## config.mk

```make
export PLATFORM = sky130hd
export DESIGN_NAME = unidade_controle_jogadas
export DESIGN_NICKNAME = d
export VERILOG_FILES = /design/src/rtl/unidade_controle_jogadas.sv
export SDC_FILE = /design/constraint.sdc
export NUM_CORES = 1
export LEC_CHECK = 0
export CAP_MARGIN = 20
export CORE_MARGIN = 4
export CORE_UTILIZATION = 31
export CTS_CLUSTER_DIAMETER = 60
export CTS_CLUSTER_SIZE = 12
export DETAILED_ROUTE_END_ITERATION = 12
export PLACE_DENSITY = 0.65
export REMOVE_ABC_BUFFERS = 1
export SKIP_CTS_REPAIR_TIMING = 1
export SLEW_MARGIN = 5
export SYNTH_ARGS = -nofsm -noshare
export SYNTH_HDL_FRONTEND = slang
export SYNTH_SLANG_ARGS = --single-unit
```

## constraint.sdc

```tcl
create_clock -name clock -period 3.3 [get_ports clock]
set_input_delay 0.495 -clock clock [delete_from_list [all_inputs] [get_ports clock]]
set_output_delay 0.495 -clock clock [all_outputs]
set_load 0.02 [all_outputs]
```

## src/rtl/unidade_controle_jogadas.sv

```systemverilog
// Play-sequencing control FSM: prepares rounds, waits for plays, compares, ends game.
// In: clock, reset, iniciar, jogada_feita, compare/limit/timeout flags. Out: counter/register strobes, status, db_estado.
module unidade_controle_jogadas (
  input  logic       clock,
  input  logic       reset,
  input  logic       iniciar,
  input  logic       jogada_feita,
  input  logic       chavesIgualMemoria,
  input  logic       enderecoIgualLimite,
  input  logic       fimL,
  input  logic       timeout,
  output logic       zeraE,
  output logic       contaE,
  output logic       zeraL,
  output logic       contaL,
  output logic       zeraR,
  output logic       registraR,
  output logic       pronto,
  output logic       acertou,
  output logic       errou,
  output logic       db_timeout,
  output logic [3:0] db_estado
);

  localparam logic [3:0] INICIAL       = 4'h0;
  localparam logic [3:0] PREPARACAO    = 4'h1;
  localparam logic [3:0] INICIO_RODADA = 4'h2;
  localparam logic [3:0] ESPERA        = 4'h3;
  localparam logic [3:0] REGISTRA      = 4'h4;
  localparam logic [3:0] COMPARA       = 4'h5;
  localparam logic [3:0] PROXIMO       = 4'h6;
  localparam logic [3:0] ULTIMA        = 4'h7;
  localparam logic [3:0] PROX_RODADA   = 4'h8;
  localparam logic [3:0] FIM_ACERTO    = 4'hA;
  localparam logic [3:0] FIM_TIMEOUT   = 4'hD;
  localparam logic [3:0] FIM_ERRO      = 4'hE;

  logic [3:0] state_q;
  logic [3:0] state_d;

  always_ff @(posedge clock) begin
    if (reset) state_q <= INICIAL;
    else       state_q <= state_d;
  end

  always_comb begin
    state_d = INICIAL;
    case (state_q)
      INICIAL:
        state_d = iniciar ? PREPARACAO : INICIAL;
      PREPARACAO:
        state_d = INICIO_RODADA;
      INICIO_RODADA:
        state_d = ESPERA;
      // A play seen together with timeout still wins.
      ESPERA:
        if (jogada_feita) state_d = REGISTRA;
        else if (timeout) state_d = FIM_TIMEOUT;
        else              state_d = ESPERA;
      REGISTRA:
        state_d = COMPARA;
      COMPARA:
        if (!chavesIgualMemoria)      state_d = FIM_ERRO;
        else if (enderecoIgualLimite) state_d = ULTIMA;
        else                          state_d = PROXIMO;
      PROXIMO:
        state_d = ESPERA;
      ULTIMA:
        state_d = fimL ? FIM_ACERTO : PROX_RODADA;
      PROX_RODADA:
        state_d = INICIO_RODADA;
      FIM_ACERTO,
      FIM_TIMEOUT,
      FIM_ERRO:
        state_d = iniciar ? PREPARACAO : state_q;
      default:
        state_d = INICIAL;
    endcase
  end

  always_comb begin
    zeraE      = 1'b0;
    contaE     = 1'b0;
    zeraL      = 1'b0;
    contaL     = 1'b0;
    zeraR      = 1'b0;
    registraR  = 1'b0;
    pronto     = 1'b0;
    acertou    = 1'b0;
    errou      = 1'b0;
    db_timeout = 1'b0;
    case (state_q)
      PREPARACAO: begin
        zeraE = 1'b1;
        zeraL = 1'b1;
        zeraR = 1'b1;
      end
      INICIO_RODADA: zeraE     = 1'b1;
      REGISTRA:      registraR = 1'b1;
      PROXIMO:       contaE    = 1'b1;
      PROX_RODADA:   contaL    = 1'b1;
      FIM_ACERTO: begin
        pronto  = 1'b1;
        acertou = 1'b1;
      end
      FIM_ERRO: begin
        pronto = 1'b1;
        errou  = 1'b1;
      end
      FIM_TIMEOUT: begin
        pronto     = 1'b1;
        errou      = 1'b1;
        db_timeout = 1'b1;
      end
      default: ;
    endcase
  end

  assign db_estado = state_q;

endmodule

```

After elaboration in Yosys (flattened, before gate mapping)
Index checks and enable logic that the tools add are counted.

Equal/unequal tests: 12. Reductions and logical operators: 6. Muxes and demuxes: 17.

Operators with widths (number): one-hot mux 4 bit (8 select lines) (1); equality test 4 x 3 -> 1 bit, second input constant (4); equality test 4 bit, second input constant (4); two-way mux 4 bit (4); two-way mux 1 bit (11); equality test 4 x 2 -> 1 bit, second input constant (2); OR reduction 2 bit (4); equality test 4 x 1 -> 1 bit, second input constant (1); zero test 4 bit (1); OR reduction 3 bit (1); two-way mux 2 bit (1); != test 2 x 1 -> 1 bit, second input constant (1).

Output and inout bits: 14. Bits in registers: 4. Input bits: 8.

Logic depth before layout (Yosys ltp)
Word-level depth: 3. Depth in mapped cells: 5. Gate-level depth less buffers: 4.

Worst setup path before layout
OpenSTA, ideal clock, no wires.

Path type: register to output. Start: register state_q[0], in the netlist db_estado[0]. End: output zeraR. Buffers on the path: 2. Stages on the path, launching flop included: 5. Setup slack: 1230 ps. Data arrival time: 1575 ps. Cells stage by stage: dfxtp_1 -> buf_6 -> nand2_1 -> nor3_1 -> buf_4.

Cells in the longest elaborated chain, start to end: 2.

Ends and longest elaborated chain: start, declared (line 38) `logic [3:0] state_q;`; start signal, assigned (line 43) `else state_q <= state_d;`; equality test 4 x 1 -> 1 bit; two-way mux 1 bit; end, declared (line 16) `output logic zeraR,`.

Every way passes these cells.

Worst setup path after layout
Start: register state_q[0], in the netlist db_estado[0]. End: output zeraR.

Cells in the longest elaborated chain, start to end: 2.

Ends and longest elaborated chain: equality test 4 x 1 -> 1 bit (line 92) `case (state_q)`; two-way mux 1 bit (line 92).

Every way passes these cells.

==> impl_metrics.csv <==
group,metric,value,unit
critical_path,timing.reg2reg.setup_slack,1910,ps
pwr,irDropWorstVdd,0.205,mV
clocking,htree_levels,1,
timing,hold_viol_final,0,
placed_design,gp_congestion,0.786,
timing,finalCriticalPeriod,2470,ps
grt,grtUsageTotal,11.9,%
placed_design,portBuffers,21,
placed_design,hpwl,810,um
critical_path,crit_arrival,1980,ps
timing,maxSlewViolCount,0,
hold_path,hold_class,"register to register",
final_layout,largest_reg_flops,4,
clocking,cts-root-buf,"clkbuf_4",
clocking,cts_tree,"built",
timing,finalCritPeriodShare,75.0,%
timing,slew_headroom,62.3,%
outcome,status,"completed",
floorplan,rows,13,
clocking,clock_path_buffers,2,
clocking,path_clk_slew,40,ps
critical_path,cp-start-kind,"register",
timing,setup_ws,825,ps
floorplan,fp.dieArea,2060,um^2
timing,rsz0062_at_grt,"no",
drt,vias,459,
pwr,combPwrFrac,37.7,%
timing,setup_violations,0,
critical_path,cp-end-kind,"output port",
critical_path,critical_path_class,"register to output port",
pwr,power_leakage,0.000244,uW
drt,drtPass1Iterations,4,
synth,synth_area_per_cell,7.89,um^2
timing,worst-slew-pin-transition,565,ps
drt,avgRoutedWirePerCell,12.1,um
critical_path,cp_slowest_cell,"dfxtp_1",
synth,syn-cell-area,434,um^2
pwr,power.internal,132,uW
synth,synth_top_area_share,18.4,%
clocking,numCtsBuffers,3,
synth,yosys_warnings,0,
synth,synthCells,55,
timing,whs,736,ps
final_layout,layout.nets,84,
synth,synth-seq-cells,4,
placed_design,dp_slack,1070,ps
critical_path,max_stage_delay,660,ps
final_layout,synthToLayoutAreaGrowth,45.8,%
drt,ant_nets,0,
floorplan,die_x,45.4,um
drt,drtIter0Drc,8,
critical_path,crit_required,2800,ps
clocking,clk_latency,230,ps
synth,yosysSeqAreaShare,18.4,%
pwr,swShare,33.7,%
synth,synth_area_leaders,"dfxtp_1 18%, a21oi_1 10%, buf_6 10%, nor3_2 6.9%, nand3b_4 4.6%",
final_layout,mostFrequentLayoutCells,"21 x clkdlybuf4s50_1, 9 x a21oi_1, 5 x nor2_1",
grt,grt_max_degree,17,
clocking,numClockSinks,4,
drt,viasPerCell,5.16,
final_layout,final_common_cell,"clkdlybuf4s50_1",
timing,skew,2.58,ps
critical_path,worstPathCellList,"nand2_1 -> nor3_1 -> clkdlybuf4s50_1",
synth,yosysUniqueCellTypes,26,
floorplan,coreArea,1320,um^2
final_layout,antenna_cells,0,
timing,fmax,404,MHz
floorplan,initial_core_util,33.0,%
critical_path,crit_fanout,14,
critical_path,cp.buffers_inverters,1,
drt,wirelength,1.08,mm
floorplan,die_height,45.4,um
pwr,pwr-share-clk,28.9,%
final_layout,drive_gt1_share,16.2,%
run,maxCapViolCount,0,
drt,route.detailed.drc,0,
synth,yosys.area.top_type,"dfxtp_1",
final_layout,fill_cells,129,
critical_path,critical_path.top_delay_family,"flip-flops",
pwr,p_switching,67.1,uW
pwr,powerDensity,315,nW/um^2
grt,first_global_vias,396,
pwr,pwr-share-seq,33.4,%
timing,finalSetupTns,0,ps
grt,grt_overflow,0,
floorplan,pin_count,22,
grt,grt_antenna_before_repair,0,
grt,grt_pass1_wl,1.79,mm
[worst register-to-register path, cell delays in order (launching register included)]
cell      delay (ps)
dfxtp_1          660
nand2b_4         300
o21ai_0           90
a21oi_1          180
nor3_2            60
[kinds of logic (layout without fill, tap and decap cells)]
family / count (synthesis) / count (layout) / synth area share, %
xor gates and xnor gates: 1 / 1 / 2.02
buffers and inverters: 8 / 27 / 14.7
DFF: 4 / 4 / 18.4
AOI/OAI and AO/OA: 20 / 20 / 30.8
and+or+nand+nor: 22 / 22 / 34.0
[final cells by class]
| cell class | count | area (um^2) | area share [%] |
|---|---|---|---|
| Sequential cell | 4 | 80.1 | 12.6 |
| Clock buffer | 3 | 22.5 | 3.56 |
| Timing Repair Buffer | 21 | 210 | 33.2 |
| Tap cell | 15 | 18.8 | 2.96 |
| Multi-Input combinational cell | 43 | 290 | 45.8 |
| Inverter | 3 | 11.3 | 1.78 |
[routing by layer]
layer	global-route usage (%)	part of all wire, %
met1	17.6	46
met2	15.9	49
met3	2.77	4.9
met4	5.26	0
met5	0	0
[path summary, 6_finish.rpt]
kind              depth (start not counted)                 startpoint                        end
hold reg to reg                           2  db_estado[1]$_SDFFE_PP0P_  db_estado[0]$_SDFFE_PP0P_
setup reg to reg                          4  db_estado[0]$_SDFFE_PP0P_  db_estado[0]$_SDFFE_PP0P_
setup / recovery                          3  db_estado[0]$_SDFFE_PP0P_                      zeraR
hold / removal                            2  db_estado[1]$_SDFFE_PP0P_  db_estado[0]$_SDFFE_PP0P_
[power groups by stage]
| stage | logic [uW] | clock network [uW] | registers, uW |
|---|---|---|---|
| after floorplan | 36.7 | 0 | 69.3 |
| after global placement | 74.9 | 0 | 67.5 |
| after detailed placement | 75.3 | 0 | 67.3 |
| after CTS | 75.6 | 61.3 | 66.7 |
| after global routing | 81.1 | 67.6 | 67.7 |
| final | 75.1 | 57.7 | 66.6 |
[metrics by stage]
step	utilization [%]	area (um^2)	std cells	power [uW]
finish	48.1	633	89	199
global route	48.1	633	89	216
CTS	48.1	633	89	204
detailed placement	46.3	611	86	143
global placement	46.3	611	86	142
floorplan	-	382	50	106
[Yosys cell counts (all sizes together)]
| cell | n |
|---|---|
| o21ai | 4 |
| nand3 | 1 |
| o32ai | 1 |
| a21oi | 10 |
| o211ai | 1 |
| inv | 3 |
| nor3 | 5 |
| and2 | 1 |
| a32oi | 1 |
| nand2 | 4 |
| nor2 | 5 |
| dfxtp | 4 |
| a21o | 1 |
| a211oi | 1 |
| nand2b | 4 |
| xnor2 | 1 |
| o31ai | 1 |
| buf | 5 |
| nand3b | 1 |
| nor3b | 1 |
No activity file was read; power rests on OpenSTA's default activity.
